[src/rtl/descriptor_fetcher.sv]
// Walks a linked chain of 4-word DMA descriptors in on-chip memory, presents
// each owned descriptor downstream and writes completion status back.
module descriptor_fetcher #(
  parameter int ADDR_WIDTH = 9,
  parameter int DESC_WORDS = 4
) (
  input  logic                  clk,
  input  logic                  reset_n,
  input  logic                  start,
  input  logic [ADDR_WIDTH-1:0] base_addr,
  input  logic                  stop,
  output logic                  busy,
  output logic                  halted_unowned,
  output logic                  error,
  output logic [ADDR_WIDTH-1:0] mem_address,
  output logic                  mem_chipselect,
  output logic                  mem_write,
  output logic [3:0]            mem_byteenable,
  output logic [31:0]           mem_writedata,
  output logic                  mem_clken,
  input  logic [31:0]           mem_readdata,
  output logic                  desc_valid,
  input  logic                  desc_ready,
  output logic [31:0]           desc_buf_addr,
  output logic [15:0]           desc_length,
  output logic                  desc_eop,
  input  logic                  cpl_valid,
  input  logic [6:0]            cpl_status
);

  typedef enum logic [2:0] {
    S_IDLE      = 3'd0,
    S_FETCH     = 3'd1,
    S_CHECK     = 3'd2,
    S_PRESENT   = 3'd3,
    S_WAIT_CPL  = 3'd4,
    S_WRITEBACK = 3'd5,
    S_NEXT      = 3'd6
  } state_t;

  localparam logic [2:0]            LAST_ISSUE = 3'(DESC_WORDS - 1);
  localparam logic [2:0]            LAST_CAP   = 3'(DESC_WORDS);
  localparam logic [ADDR_WIDTH-1:0] STATUS_OFS = ADDR_WIDTH'(DESC_WORDS - 1);
  localparam logic [ADDR_WIDTH-1:0] ONE_A      = ADDR_WIDTH'(1);
  localparam logic [3:0]            BE_ALL     = 4'hF;
  localparam logic [3:0]            BE_STATUS  = 4'b1000;

  // Status write-back word: clears owned_by_hw, all non-status bits masked by byteenable.
  function automatic logic [31:0] wb_word(input logic [6:0] st);
    return {1'b0, st, 24'h000000};
  endfunction

  state_t                state_r, state_nxt_s;
  logic [2:0]            fcnt_r, fcnt_nxt_s;
  logic [ADDR_WIDTH-1:0] cur_r, cur_nxt_s;
  logic [31:0]           w0_r;
  logic [ADDR_WIDTH-1:0] w1_r;
  logic [15:0]           w2_r;
  logic                  owned_r, eop_r;
  logic                  busy_r, busy_nxt_s;
  logic                  halt_r, halt_nxt_s;
  logic                  err_r, err_nxt_s;
  logic                  dvalid_r, dvalid_nxt_s;
  logic [ADDR_WIDTH-1:0] addr_r, addr_nxt_s;
  logic                  cs_r, cs_nxt_s;
  logic                  we_r, we_nxt_s;
  logic [3:0]            be_r, be_nxt_s;
  logic [31:0]           wd_r, wd_nxt_s;
  logic                  go_fetch_s, go_wb_s;
  logic [ADDR_WIDTH-1:0] fetch_addr_s;

  // Next-state, flag and memory-command decode.
  always_comb begin
    state_nxt_s  = state_r;
    fcnt_nxt_s   = fcnt_r;
    cur_nxt_s    = cur_r;
    busy_nxt_s   = busy_r;
    halt_nxt_s   = halt_r;
    err_nxt_s    = err_r;
    dvalid_nxt_s = 1'b0;
    go_fetch_s   = 1'b0;
    go_wb_s      = 1'b0;
    fetch_addr_s = cur_r;
    addr_nxt_s   = {ADDR_WIDTH{1'b0}};
    cs_nxt_s     = 1'b0;
    we_nxt_s     = 1'b0;
    be_nxt_s     = 4'h0;
    wd_nxt_s     = 32'h0000_0000;
    case (state_r)
      S_IDLE: begin
        if (start) begin
          halt_nxt_s = 1'b0;
          if (base_addr[1:0] != 2'b00) begin
            err_nxt_s = 1'b1;
          end else begin
            err_nxt_s    = 1'b0;
            busy_nxt_s   = 1'b1;
            cur_nxt_s    = base_addr;
            fetch_addr_s = base_addr;
            go_fetch_s   = 1'b1;
          end
        end else begin
          state_nxt_s = S_IDLE;
        end
      end
      S_FETCH: begin
        if (fcnt_r == LAST_CAP) begin
          state_nxt_s = S_CHECK;
          fcnt_nxt_s  = 3'd0;
        end else begin
          fcnt_nxt_s  = fcnt_r + 3'd1;
        end
      end
      S_CHECK: begin
        if (!owned_r) begin
          halt_nxt_s  = 1'b1;
          busy_nxt_s  = 1'b0;
          state_nxt_s = S_IDLE;
        end else begin
          dvalid_nxt_s = 1'b1;
          state_nxt_s  = S_PRESENT;
        end
      end
      S_PRESENT: begin
        if (desc_ready) begin
          // completion may coincide with the handshake; go straight to write-back
          if (cpl_valid) begin
            go_wb_s = 1'b1;
          end else begin
            state_nxt_s = S_WAIT_CPL;
          end
        end else begin
          dvalid_nxt_s = 1'b1;
        end
      end
      S_WAIT_CPL: begin
        if (cpl_valid) begin
          go_wb_s = 1'b1;
        end else begin
          state_nxt_s = S_WAIT_CPL;
        end
      end
      S_WRITEBACK: begin
        state_nxt_s = S_NEXT;
      end
      S_NEXT: begin
        if (stop) begin
          busy_nxt_s  = 1'b0;
          state_nxt_s = S_IDLE;
        end else if (w1_r[1:0] != 2'b00) begin
          err_nxt_s   = 1'b1;
          busy_nxt_s  = 1'b0;
          state_nxt_s = S_IDLE;
        end else begin
          cur_nxt_s    = w1_r;
          fetch_addr_s = w1_r;
          go_fetch_s   = 1'b1;
        end
      end
      default: begin
        busy_nxt_s  = 1'b0;
        state_nxt_s = S_IDLE;
      end
    endcase

    if (go_fetch_s) begin
      state_nxt_s = S_FETCH;
      fcnt_nxt_s  = 3'd0;
      addr_nxt_s  = fetch_addr_s;
      cs_nxt_s    = 1'b1;
      be_nxt_s    = BE_ALL;
    end else if (go_wb_s) begin
      state_nxt_s = S_WRITEBACK;
      addr_nxt_s  = cur_r + STATUS_OFS;
      cs_nxt_s    = 1'b1;
      we_nxt_s    = 1'b1;
      be_nxt_s    = BE_STATUS;
      wd_nxt_s    = wb_word(cpl_status);
    end else if ((state_r == S_FETCH) && (fcnt_r < LAST_ISSUE)) begin
      addr_nxt_s  = cur_r + ADDR_WIDTH'(fcnt_r) + ONE_A;
      cs_nxt_s    = 1'b1;
      be_nxt_s    = BE_ALL;
    end else begin
      cs_nxt_s    = 1'b0;
    end
  end

  // State, flags and registered memory / handshake outputs.
  always_ff @(posedge clk or negedge reset_n) begin
    if (!reset_n) begin
      state_r  <= S_IDLE;
      fcnt_r   <= 3'd0;
      cur_r    <= {ADDR_WIDTH{1'b0}};
      busy_r   <= 1'b0;
      halt_r   <= 1'b0;
      err_r    <= 1'b0;
      dvalid_r <= 1'b0;
      addr_r   <= {ADDR_WIDTH{1'b0}};
      cs_r     <= 1'b0;
      we_r     <= 1'b0;
      be_r     <= 4'h0;
      wd_r     <= 32'h0000_0000;
    end else begin
      state_r  <= state_nxt_s;
      fcnt_r   <= fcnt_nxt_s;
      cur_r    <= cur_nxt_s;
      busy_r   <= busy_nxt_s;
      halt_r   <= halt_nxt_s;
      err_r    <= err_nxt_s;
      dvalid_r <= dvalid_nxt_s;
      addr_r   <= addr_nxt_s;
      cs_r     <= cs_nxt_s;
      we_r     <= we_nxt_s;
      be_r     <= be_nxt_s;
      wd_r     <= wd_nxt_s;
    end
  end

  // Capture each descriptor word one cycle after its read address was issued.
  always_ff @(posedge clk or negedge reset_n) begin
    if (!reset_n) begin
      w0_r    <= 32'h0000_0000;
      w1_r    <= {ADDR_WIDTH{1'b0}};
      w2_r    <= 16'h0000;
      owned_r <= 1'b0;
      eop_r   <= 1'b0;
    end else if (state_r == S_FETCH) begin
      case (fcnt_r)
        3'd1:    w0_r <= mem_readdata;
        3'd2:    w1_r <= mem_readdata[ADDR_WIDTH-1:0];
        3'd3:    w2_r <= mem_readdata[15:0];
        3'd4: begin
          owned_r <= mem_readdata[31];
          eop_r   <= mem_readdata[16];
        end
        default: w0_r <= w0_r;
      endcase
    end else begin
      w0_r <= w0_r;
    end
  end

  assign busy           = busy_r;
  assign halted_unowned = halt_r;
  assign error          = err_r;
  assign mem_address    = addr_r;
  assign mem_chipselect = cs_r;
  assign mem_write      = we_r;
  assign mem_byteenable = be_r;
  assign mem_writedata  = wd_r;
  assign mem_clken      = 1'b1;
  assign desc_valid     = dvalid_r;
  assign desc_buf_addr  = w0_r;
  assign desc_length    = w2_r;
  assign desc_eop       = eop_r;

endmodule

[config.mk]
export PLATFORM = sky130hd
export DESIGN_NAME = descriptor_fetcher
export DESIGN_NICKNAME = d
export VERILOG_FILES = /design/src/rtl/descriptor_fetcher.sv
export SDC_FILE = /design/constraint.sdc
export NUM_CORES = 1
export LEC_CHECK = 0
export CAP_MARGIN = 20
export CORE_MARGIN = 4
export CORE_UTILIZATION = 41
export DETAILED_ROUTE_END_ITERATION = 8
export GPL_ROUTABILITY_DRIVEN = 0
export PLACE_DENSITY = 0.76
export SYNTH_ARGS = -nofsm -noshare
export SYNTH_HDL_FRONTEND = slang
export SYNTH_SLANG_ARGS = --single-unit
[constraint.sdc]
create_clock -name clk -period 2 [get_ports clk]
set_input_delay 0.6 -clock clk [delete_from_list [all_inputs] [get_ports clk]]
set_output_delay 0.6 -clock clk [all_outputs]
set_load 0.05 [all_outputs]
==> impl_metrics.tcl, run 1 <==
set metrics [dict create \
    outcome "complete, no violations" \
    ys_warn_count 0 \
    drtIter0Drc 89 \
    cts_num_sinks 97 \
    grt_antenna_before_repair 0 \
    grt_pass1_vias 3384 \
    dp_hpwl_mm 7.888 \
    clockPowerShare_pct 12.4 \
    wire_per_inst_um 16.05 \
    core_um2 10790 \
    dr.pass1.iters 4 \
    fp.dieW_um 112.9 \
    via_per_inst 4.957 \
    die_area_um2 12740 \
    fmax_ghz 0.5148 \
    cts_resized 0 \
    grt-ovfl-total 0 \
    start_util_pct 41.79 \
    finalCritPeriodShare_pct 97.12 \
    p_sw_share_pct 46.58 \
    antenna_cells 0 \
    cts-buffers-inserted 9 \
    postPlaceCellArea_um2 5791 \
    synth.distinct_cells 55 \
    antenna_left 0 \
    routed_wl_mm 10.43 \
    synth_seq_area_share_pct 53.81 \
    cts_tree "built" \
    ir_drop_uv 1286 \
    hold_violations 0 \
    path_clk_slew_ns 0.10 \
    utilization_pct 55.81 \
    synth.top_cell.area_share_pct 53.81 \
    rows 38 \
    setup_viol 0 \
    ctsHoldBuffers 0 \
    die_y_um 112.9 \
    dp_slack_ns -0.3921 \
    grt_pass1_wl_mm 16.75 \
    nets 568 \
    critPathArrivalTime_ns 2.24 \
    post_route_cells_drive_above_1_share_pct 35.88 \
    p_switching_mw 5.221 \
    drc 0 \
    cts_buffer_depth 2 \
    synth_edf_count 0 \
    htree_levels 3 \
    synth_area_um2 4511 \
    p_seq_share_pct 31.4 \
    track_usage_pct 16.50 \
    p_int_mw 5.988 \
    fin_crit_ns 1.942 \
    power_density_nw_per_um2 1861 \
    synth-seq-cells 97 \
    worstSetupPathType "in -> reg" \
    synthArstFlopShare_pct 100.0 \
    vias 3222 \
    syn_avg_cell_area_um2 12.60 \
    final_common_cell "buf_4" \
    mostFrequentLayoutCells "buf_4, dfrtp_1, clkdlybuf4s50_1" \
    area_growth_pct 33.54 \
    worstPathRequired_ns 2.30 \
    critPathCaptureType "flop" \
    synth.largest_area_cell "dfrtp_1" \
    hp-class "in -> async" \
    combPwrFrac_pct 56.3 \
    grt_max_degree 34 \
    fillCellCount 905 \
    p_leak_nw 2.941 \
    design_area_um2 6023 \
    finalClockSkew_ns 0.007843 \
    fin_ws_ns 0.05764 \
    cts_setup_buffers 0 \
    max-cap-violations 0 \
    synthTopCellsByArea "dfrtp_1, mux2_4, buf_4" \
    place_inst 634 \
    io_buffer_count 128 \
    maxSlewViolCount 0 \
    crit_fanout 8 \
    final_cells 650 \
    syn_inst 358 \
    worstSetupStartpointType "input pin" \
    clock_latency_ns 0.36 \
    ioPinCount 155 \
    synth_top_flop_cell "dfrtp_1" \
    finalSetupTns_ns 0 \
    rsz0062_at_grt "no" \
    cts-root-buf "clkbuf_8" \
]
## routing by layer
| metal | track usage (%) | routed length, um | vias to the layer above |
|---|---|---|---|
| met5 | 0 | 0 | - |
| met4 | 6.971 | 265 | 0 |
| met3 | 3.957 | 651 | 23 |
| met2 | 27.65 | 5293 | 116 |
| met1 | 20.43 | 4219 | 1598 |
| li1 | - | - | 1485 |
## per-stage QoR
step,hold slack [ns],power [mW]
3_3_place_gp,0.4792,9.675
3_5_place_dp,0.4860,9.838
6_report,0.1569,11.21
4_1_cts,0.1509,11.26
2_1_floorplan,0.3044,7.894
5_1_grt,0.1606,11.81
## registers in the layout, summed over array words and instances, names as in the netlist
register	cells
desc_buf_addr	32
desc_length	16
cur_r	9
mem_address	9
w1_r	9
mem_writedata	7
fcnt_r	3
state_r	3
mem_byteenable	2
busy	1
desc_eop	1
desc_valid	1
error	1
halted_unowned	1
mem_write	1
owned_r	1
## path summary, 6_finish.rpt
check,from,endpoint,slack [ns],cells past startpoint
min in group clk,desc_length[11],desc_length[11],0.51,1
max in group asynchronous,reset_n,w1_r[5],1.26,2
worst min-delay path,reset_n,desc_buf_addr[1],0.16,1
worst max register to register,state_r[0],owned_r,0.10,4
worst max-delay path,base_addr[0],mem_address[8],0.06,7
worst min register to register,desc_length[11],desc_length[11],0.51,1
## power by group through the flow
stage	Sequential [mW]	Clock (mW)	Combinational, mW
2_1_floorplan	5.58	0	2.31
3_3_place_gp	3.50	0	6.18
3_5_place_dp	3.53	0	6.30
4_1_cts	3.51	1.43	6.32
5_1_grt	3.63	1.53	6.65
6_report	3.51	1.39	6.31
## logic make-up (layout without fill, tap and decap cells)
family / Yosys count / in the layout / synth area share, %
adder cells (fa/ha/maj): 9 / 9 / 2.663
XOR/XNOR: 6 / 6 / 1.165
buffers and inverters: 52 / 180 / 7.739
flip-flops: 97 / 97 / 53.81
other: 2 / 26 / 0.1665
AO/OA/AOI/OAI: 48 / 48 / 7.129
multiplexers: 61 / 61 / 17.67
AND/OR/NAND/NOR: 83 / 83 / 9.654
## final cells by class
| type | count | area (um^2) | area share, % |
|---|---|---|---|
| Tap cell | 140 | 175.2 | 2.908 |
| Timing Repair Buffer | 158 | 1341 | 22.27 |
| Clock inverter | 7 | 95.09 | 1.579 |
| Multi-Input combinational cell | 233 | 1838 | 30.52 |
| Inverter | 6 | 22.52 | 0.3739 |
| Clock buffer | 9 | 123.9 | 2.057 |
| Sequential cell | 97 | 2427 | 40.30 |
## critical path: stages
cell and delay, ns:
clkdlybuf4s50_1 0.39, or4_1 0.57, nor2_1 0.21, buf_4 0.20, a22o_1 0.15, a31oi_1 0.04
nand3_1 0.08
## synth_stat cells (4+ instances only)
master    number
mux2_1         9
and2_1         8
a21oi_1        4
mux2_2        20
o22ai_1        5
buf_6          5
nand3_1        6
inv_1          6
nor3_1         5
dfrtp_1       97
nor2_1        15
a22oi_1        6
o21ai_0       12
clkbuf_1       8
buf_4         30
nand2_1       28
ha_1           8
mux2_4        30
No activity file was read; power rests on OpenSTA's default activity.
==> inputs of run 2 (changes only) <==
HOLD_SLACK_MARGIN = 0.1   (was not set)
SLEW_MARGIN = 20   (was not set)
==> results of run 2 <==
The final DEF is identical to that of run 1; final timing and power are the same.
==> inputs of run 3 (changes only) <==
TNS_END_PERCENT = 100   (was not set)
==> results of run 3 <==
The final DEF is identical to that of run 1; final timing and power are the same.
